`src/rtl/serial_adder_pkg.sv`:
```
// Shared constants for the bit-serial adder: FSM encodings and default width.
// Encoding 2'd3 is never entered and falls back to IDLE in the controller.
package serial_adder_pkg;

   localparam int DEFAULT_WIDTH = 8;

   localparam logic [1:0] ST_IDLE = 2'd0;
   localparam logic [1:0] ST_RUN  = 2'd1;
   localparam logic [1:0] ST_DONE = 2'd2;

   typedef enum logic [1:0] {
      IDLE = ST_IDLE,
      RUN  = ST_RUN,
      DONE = ST_DONE
   } state_t;

endpackage

```
`src/rtl/serial_adder_fa.sv`:
```
// One-bit full adder cell, shared by every bit position of the serial adder.
module serial_adder_fa (
   input  logic a,
   input  logic b,
   input  logic c,
   output logic sum,
   output logic carry
);

   assign sum   = a ^ b ^ c;
   assign carry = (a & b) | (c & (a ^ b));

endmodule

```
`src/rtl/serial_adder.sv`:
```
// Bit-serial WIDTH-bit adder: one full-adder cell plus a carry flop, LSB first.
// Reports carry-out and two's-complement overflow once per operation.
module serial_adder
   import serial_adder_pkg::*;
#(
   parameter int WIDTH = DEFAULT_WIDTH
) (
   input  logic             clk,
   input  logic             rst,
   input  logic             start,
   input  logic [WIDTH-1:0] a,
   input  logic [WIDTH-1:0] b,
   input  logic             cin,
   output logic             busy,
   output logic             done,
   output logic [WIDTH-1:0] sum,
   output logic             carry,
   output logic             overflow
);

   // Handshake: start is taken only while idle (busy=0, done=0); operands are
   // captured on that edge, busy stays high for WIDTH cycles, then done pulses
   // for exactly one cycle with the result; start outside IDLE is dropped.

   localparam int             CW   = $clog2(WIDTH) + 1;
   localparam logic [CW-1:0]  LAST = CW'(WIDTH - 1);

   state_t           state, state_nxt;
   logic [CW-1:0]    cnt;
   logic [WIDTH-1:0] a_sr, b_sr, part_sr;
   logic             c_ff;
   logic             fa_sum, fa_carry;
   logic             last_bit;

   assign last_bit = (cnt == LAST);

   serial_adder_fa u_fa (
      .a     (a_sr[0]),
      .b     (b_sr[0]),
      .c     (c_ff),
      .sum   (fa_sum),
      .carry (fa_carry)
   );

   always_ff @(posedge clk) begin
      if (rst) state <= IDLE;
      else     state <= state_nxt;
   end

   always_comb begin
      state_nxt = state;
      busy      = 1'b0;
      done      = 1'b0;
      case (state)
         IDLE: if (start) state_nxt = RUN;
         RUN: begin
            busy = 1'b1;
            if (last_bit) state_nxt = DONE;
         end
         DONE: begin
            done      = 1'b1;
            state_nxt = IDLE;
         end
         default: state_nxt = IDLE;
      endcase
   end

   always_ff @(posedge clk) begin
      if (rst) begin
         cnt      <= '0;
         c_ff     <= 1'b0;
         a_sr     <= '0;
         b_sr     <= '0;
         part_sr  <= '0;
         sum      <= '0;
         carry    <= 1'b0;
         overflow <= 1'b0;
      end else begin
         case (state)
            IDLE: begin
               if (start) begin
                  a_sr <= a;
                  b_sr <= b;
                  c_ff <= cin;
                  cnt  <= '0;
               end
            end
            RUN: begin
               a_sr    <= {1'b0, a_sr[WIDTH-1:1]};
               b_sr    <= {1'b0, b_sr[WIDTH-1:1]};
               part_sr <= {fa_sum, part_sr[WIDTH-1:1]};
               c_ff    <= fa_carry;
               cnt     <= cnt + CW'(1);
               // Visible result is only written once all bits are in.
               if (last_bit) begin
                  sum      <= {fa_sum, part_sr[WIDTH-1:1]};
                  carry    <= fa_carry;
                  overflow <= c_ff ^ fa_carry;
               end
            end
            default: ;
         endcase
      end
   end

endmodule
```
`config.mk`:
```
export PLATFORM = sky130hd
export DESIGN_NAME = serial_adder
export DESIGN_NICKNAME = d
export VERILOG_FILES = /design/src/rtl/serial_adder_pkg.sv /design/src/rtl/serial_adder_fa.sv /design/src/rtl/serial_adder.sv
export SDC_FILE = /design/constraint.sdc
export NUM_CORES = 1
export LEC_CHECK = 0
export BUFFER_PORTS_ARGS = -buffer_cell sky130_fd_sc_hd__buf_2
export CORE_UTILIZATION = 54
export DETAILED_ROUTE_END_ITERATION = 7
export PLACE_DENSITY_LB_ADDON = 0.15
export SYNTH_ARGS = -nofsm -noshare
export SYNTH_HDL_FRONTEND = slang
export SYNTH_SLANG_ARGS = --single-unit
export TNS_END_PERCENT = 1
```
`constraint.sdc`:
```
create_clock -name clk -period 1.6 [get_ports clk]
set_input_delay 0.24 -clock clk [delete_from_list [all_inputs] [get_ports clk]]
set_output_delay 0.24 -clock clk [all_outputs]
set_load 0.02 [all_outputs]
```
==> flow_metrics.tcl <==
set metrics [dict create \
    portBuffers 31 \
    synthesis.nets 217 \
    rsz0062_at_grt "no" \
    min_period_ps 1510 \
    placed_inst_area_um2 2000 \
    hold_sp "b[1]" \
    cts_tree "built" \
    clk_root_buffer_cell "sky130_fd_sc_hd__clkbuf_4" \
    power_density_nw_per_um2 936 \
    route.detailed.wl_per_inst_um 12.7 \
    grt_overflow_total 0 \
    synth_area_um2 1810 \
    syn-mean-instance-area_um2 9.27 \
    postSynth.topFlopCell "sky130_fd_sc_hd__dfxtp_1" \
    drive_gt1_share_pct 31.6 \
    n_antenna_cell 0 \
    floorplan.die_area_um2 3580 \
    grt_start_max_net_pins 39 \
    grtUsageTotal_pct 22.5 \
    cts_num_sinks 40 \
    post_synth_and_or_nand_nor_area_fraction_pct 21.2 \
    drcViolationCount 0 \
    dieHeight_um 59.8 \
    highest_layer "met4" \
    synth.lib_cells_used.distinct 32 \
    timing.hold.worst.class "primary input to register" \
    syn2layout_area_growth_pct 16.8 \
    postLayoutCellArea_um2 2110 \
    p_leak_nw 0.866 \
    critical_path.slowest_cell "sky130_fd_sc_hd__dfxtp_2" \
    timing.critical_path.buf_inv 2 \
    synthArstFlopShare_pct 0 \
    timing.critical_path.from_type "register" \
    cp_cell_sequence "nand2b_4 > inv_8 > buf_2" \
    ctsLongestPathBuffers 2 \
    timing.rr.start "cnt[0]$_SDFFE_PP0P_" \
    combined_flip_flop_and_latch_cell_area_um2 806 \
    yosys_register_bits 40 \
    finalWirelength_um 3480 \
    report.power.total_mw 1.98 \
    tritoncts.num_buffers 5 \
    clock_skew_ps 8.71 \
    timing_hold_violations_final 0 \
    slew_headroom_pct 60.6 \
    path_max_fanout 14 \
    antenna_found_initial 0 \
    detailed_place_hpwl_um 2360 \
    syn_inst 195 \
    num_rows 20 \
    gp_routability_congestion 0.713 \
    timing_max_transition_violations_final 0 \
    met3RoutedLength_um 116 \
    cts-hold-fix-buffers 0 \
    end_kind "output port" \
    final.period_utilization_pct 94.2 \
    vias 1453 \
    multi_input_area_um2 913 \
    setup-tns-final_ps 0 \
    drv.max_cap_violation_count 0 \
    startpoint "state[1]$_SDFFE_PP0P_" \
    clk_pin_slew_ps 120 \
    synth.mux.area_fraction_pct 4.99 \
    filler_cell_count 281 \
    grt_first_pass_wirelength_um 5900 \
    initialDrtViolationCount 58 \
    ys_warn_count 0 \
    floorplan.io_pins 32 \
    clk_latency_ps 350 \
    post-route-worst-setup-slack_ps 92.6 \
    most-common-layout-cells "sky130_fd_sc_hd__dfxtp_1 (38), sky130_fd_sc_hd__nand2_1 (31), sky130_fd_sc_hd__buf_2 (31)" \
    die_width_um 59.8 \
    drt_pre_antenna_iters 4 \
    floorplan.initialDensity_pct 58.2 \
    fmax_ghz 0.663 \
    core_area_um2 3100 \
    synth_compound_area_share_pct 21.7 \
    combinational_family_with_the_most_area_after_synthesis "compound AO/OA/AOI/OAI gates" \
    layout.nets 252 \
    ant_nets 0 \
    synthAdderAreaFrac_pct 1.80 \
    worst_path_dominant_cell_family "flip-flops" \
    synth-xor-area-share_pct 0.485 \
    final_setup_violation_count 0 \
    synth_edf_count 0 \
    worstPathArrival_ps 1270 \
    drt-met1-wl_um 1680 \
    result_of_the_run "finished, final reports clean" \
    final_common_cell "sky130_fd_sc_hd__dfxtp_1" \
    cts_htree_levels 2 \
    crit_path_max_incr_delay_ps 370 \
    detail_route.vias_per_cell 5.28 \
    worst_ir_drop_vdd_v 0.000568 \
    setup.worst_path.class "register to output port" \
    required_ps 1360 \
    met2WireLength_um 1640 \
    number_of_global_route_vias_before_repair 1356 \
    seq_area_frac_synth_pct 44.3 \
    post-place-ws_ps 73.2 \
    timing_worst_slew_pin_value_ps 591 \
]
==> final cells by class <==
type	count	area share [%]
tap	44	2.61
multi-input combinational	140	43.3
timing repair buffer	41	11.5
clock buffer	6	1.96
clock inverter	2	1.66
sequential	40	38.2
inverter	1	0.533
timing repair inverter	1	0.296
==> cells in the mapped netlist, drive strengths merged (2+ instances only) <==
master	count	area [µm²]
nor2	21	86.3
a21oi	23	145
dfxtp	40	801
a22oi	3	22.5
nor2b	2	12.5
nand3	2	10.0
a211oi	16	165
nand2	31	116
nor3	2	10.0
mux2i	9	90.1
buf	10	76.3
nand2b	19	119
clkbuf	4	15.0
==> flip-flops by register name, summed over array words and instances, names as in the netlist, 2 cells and up <==
register and flops:
a_sr 8, b_sr 8, cnt 4, part_sr 7, state 2, sum 8
==> worst register-to-register path, stage by stage, from the launching register on <==
cell                       delay, ps
sky130_fd_sc_hd__dfxtp_1         410
sky130_fd_sc_hd__ha_1            230
sky130_fd_sc_hd__nand4b_2        210
sky130_fd_sc_hd__nor2_4          160
sky130_fd_sc_hd__buf_4           160
sky130_fd_sc_hd__mux2i_1         190
==> power breakdown <==
group	switching (mW)	internal, mW	leakage [nW]
logic	0.144	0.112	0.496
registers	0.0344	1.04	0.328
clock network	0.319	0.328	0.0422
==> worst paths after layout <==
kind | cells after the start | slack [ps] | endpoint
setup / recovery | 3 | 90 | busy
hold / removal | 3 | 130 | b_sr[1]$_SDFFE_PP0P_
setup reg to reg | 5 | 170 | sum[5]$_SDFFE_PP0P_
hold reg to reg | 2 | 480 | carry$_SDFFE_PP0P_
==> through the flow <==
stage	utilization (%)	hold WS (ps)	cells
after floorplan	-	381	195
after global placement	64.4	455	264
after detailed placement	64.4	461	264
after CTS	67.5	112	273
after global routing	68.0	131	275
final	68.0	125	275
==> routing by layer <==
layer,track usage (%),vias up
li1,-,741
met2,36.3,26
met4,7.97,0
met1,28.5,680
met5,0,-
met3,6.49,6
==> kinds of logic (layout without fill, tap and decap cells) <==
kind of cell / after synthesis / in the layout
AND/OR/NAND/NOR: 80 / 80
AO/OA/AOI/OAI: 48 / 48
multiplexers: 9 / 9
buffers and inverters: 15 / 51
flip-flops: 40 / 40
adder cells (fa/ha/maj): 2 / 2
XOR/XNOR: 1 / 1
==> what timing repair did <==
item,4_1_cts,5_1_grt
gates resized for setup,7,0
cloned,1,0
endpoints found under the setup margin,1,2
pin swaps,0,1
buffers inserted,0,2
Note: power is estimated with default switching activity, not from simulation.
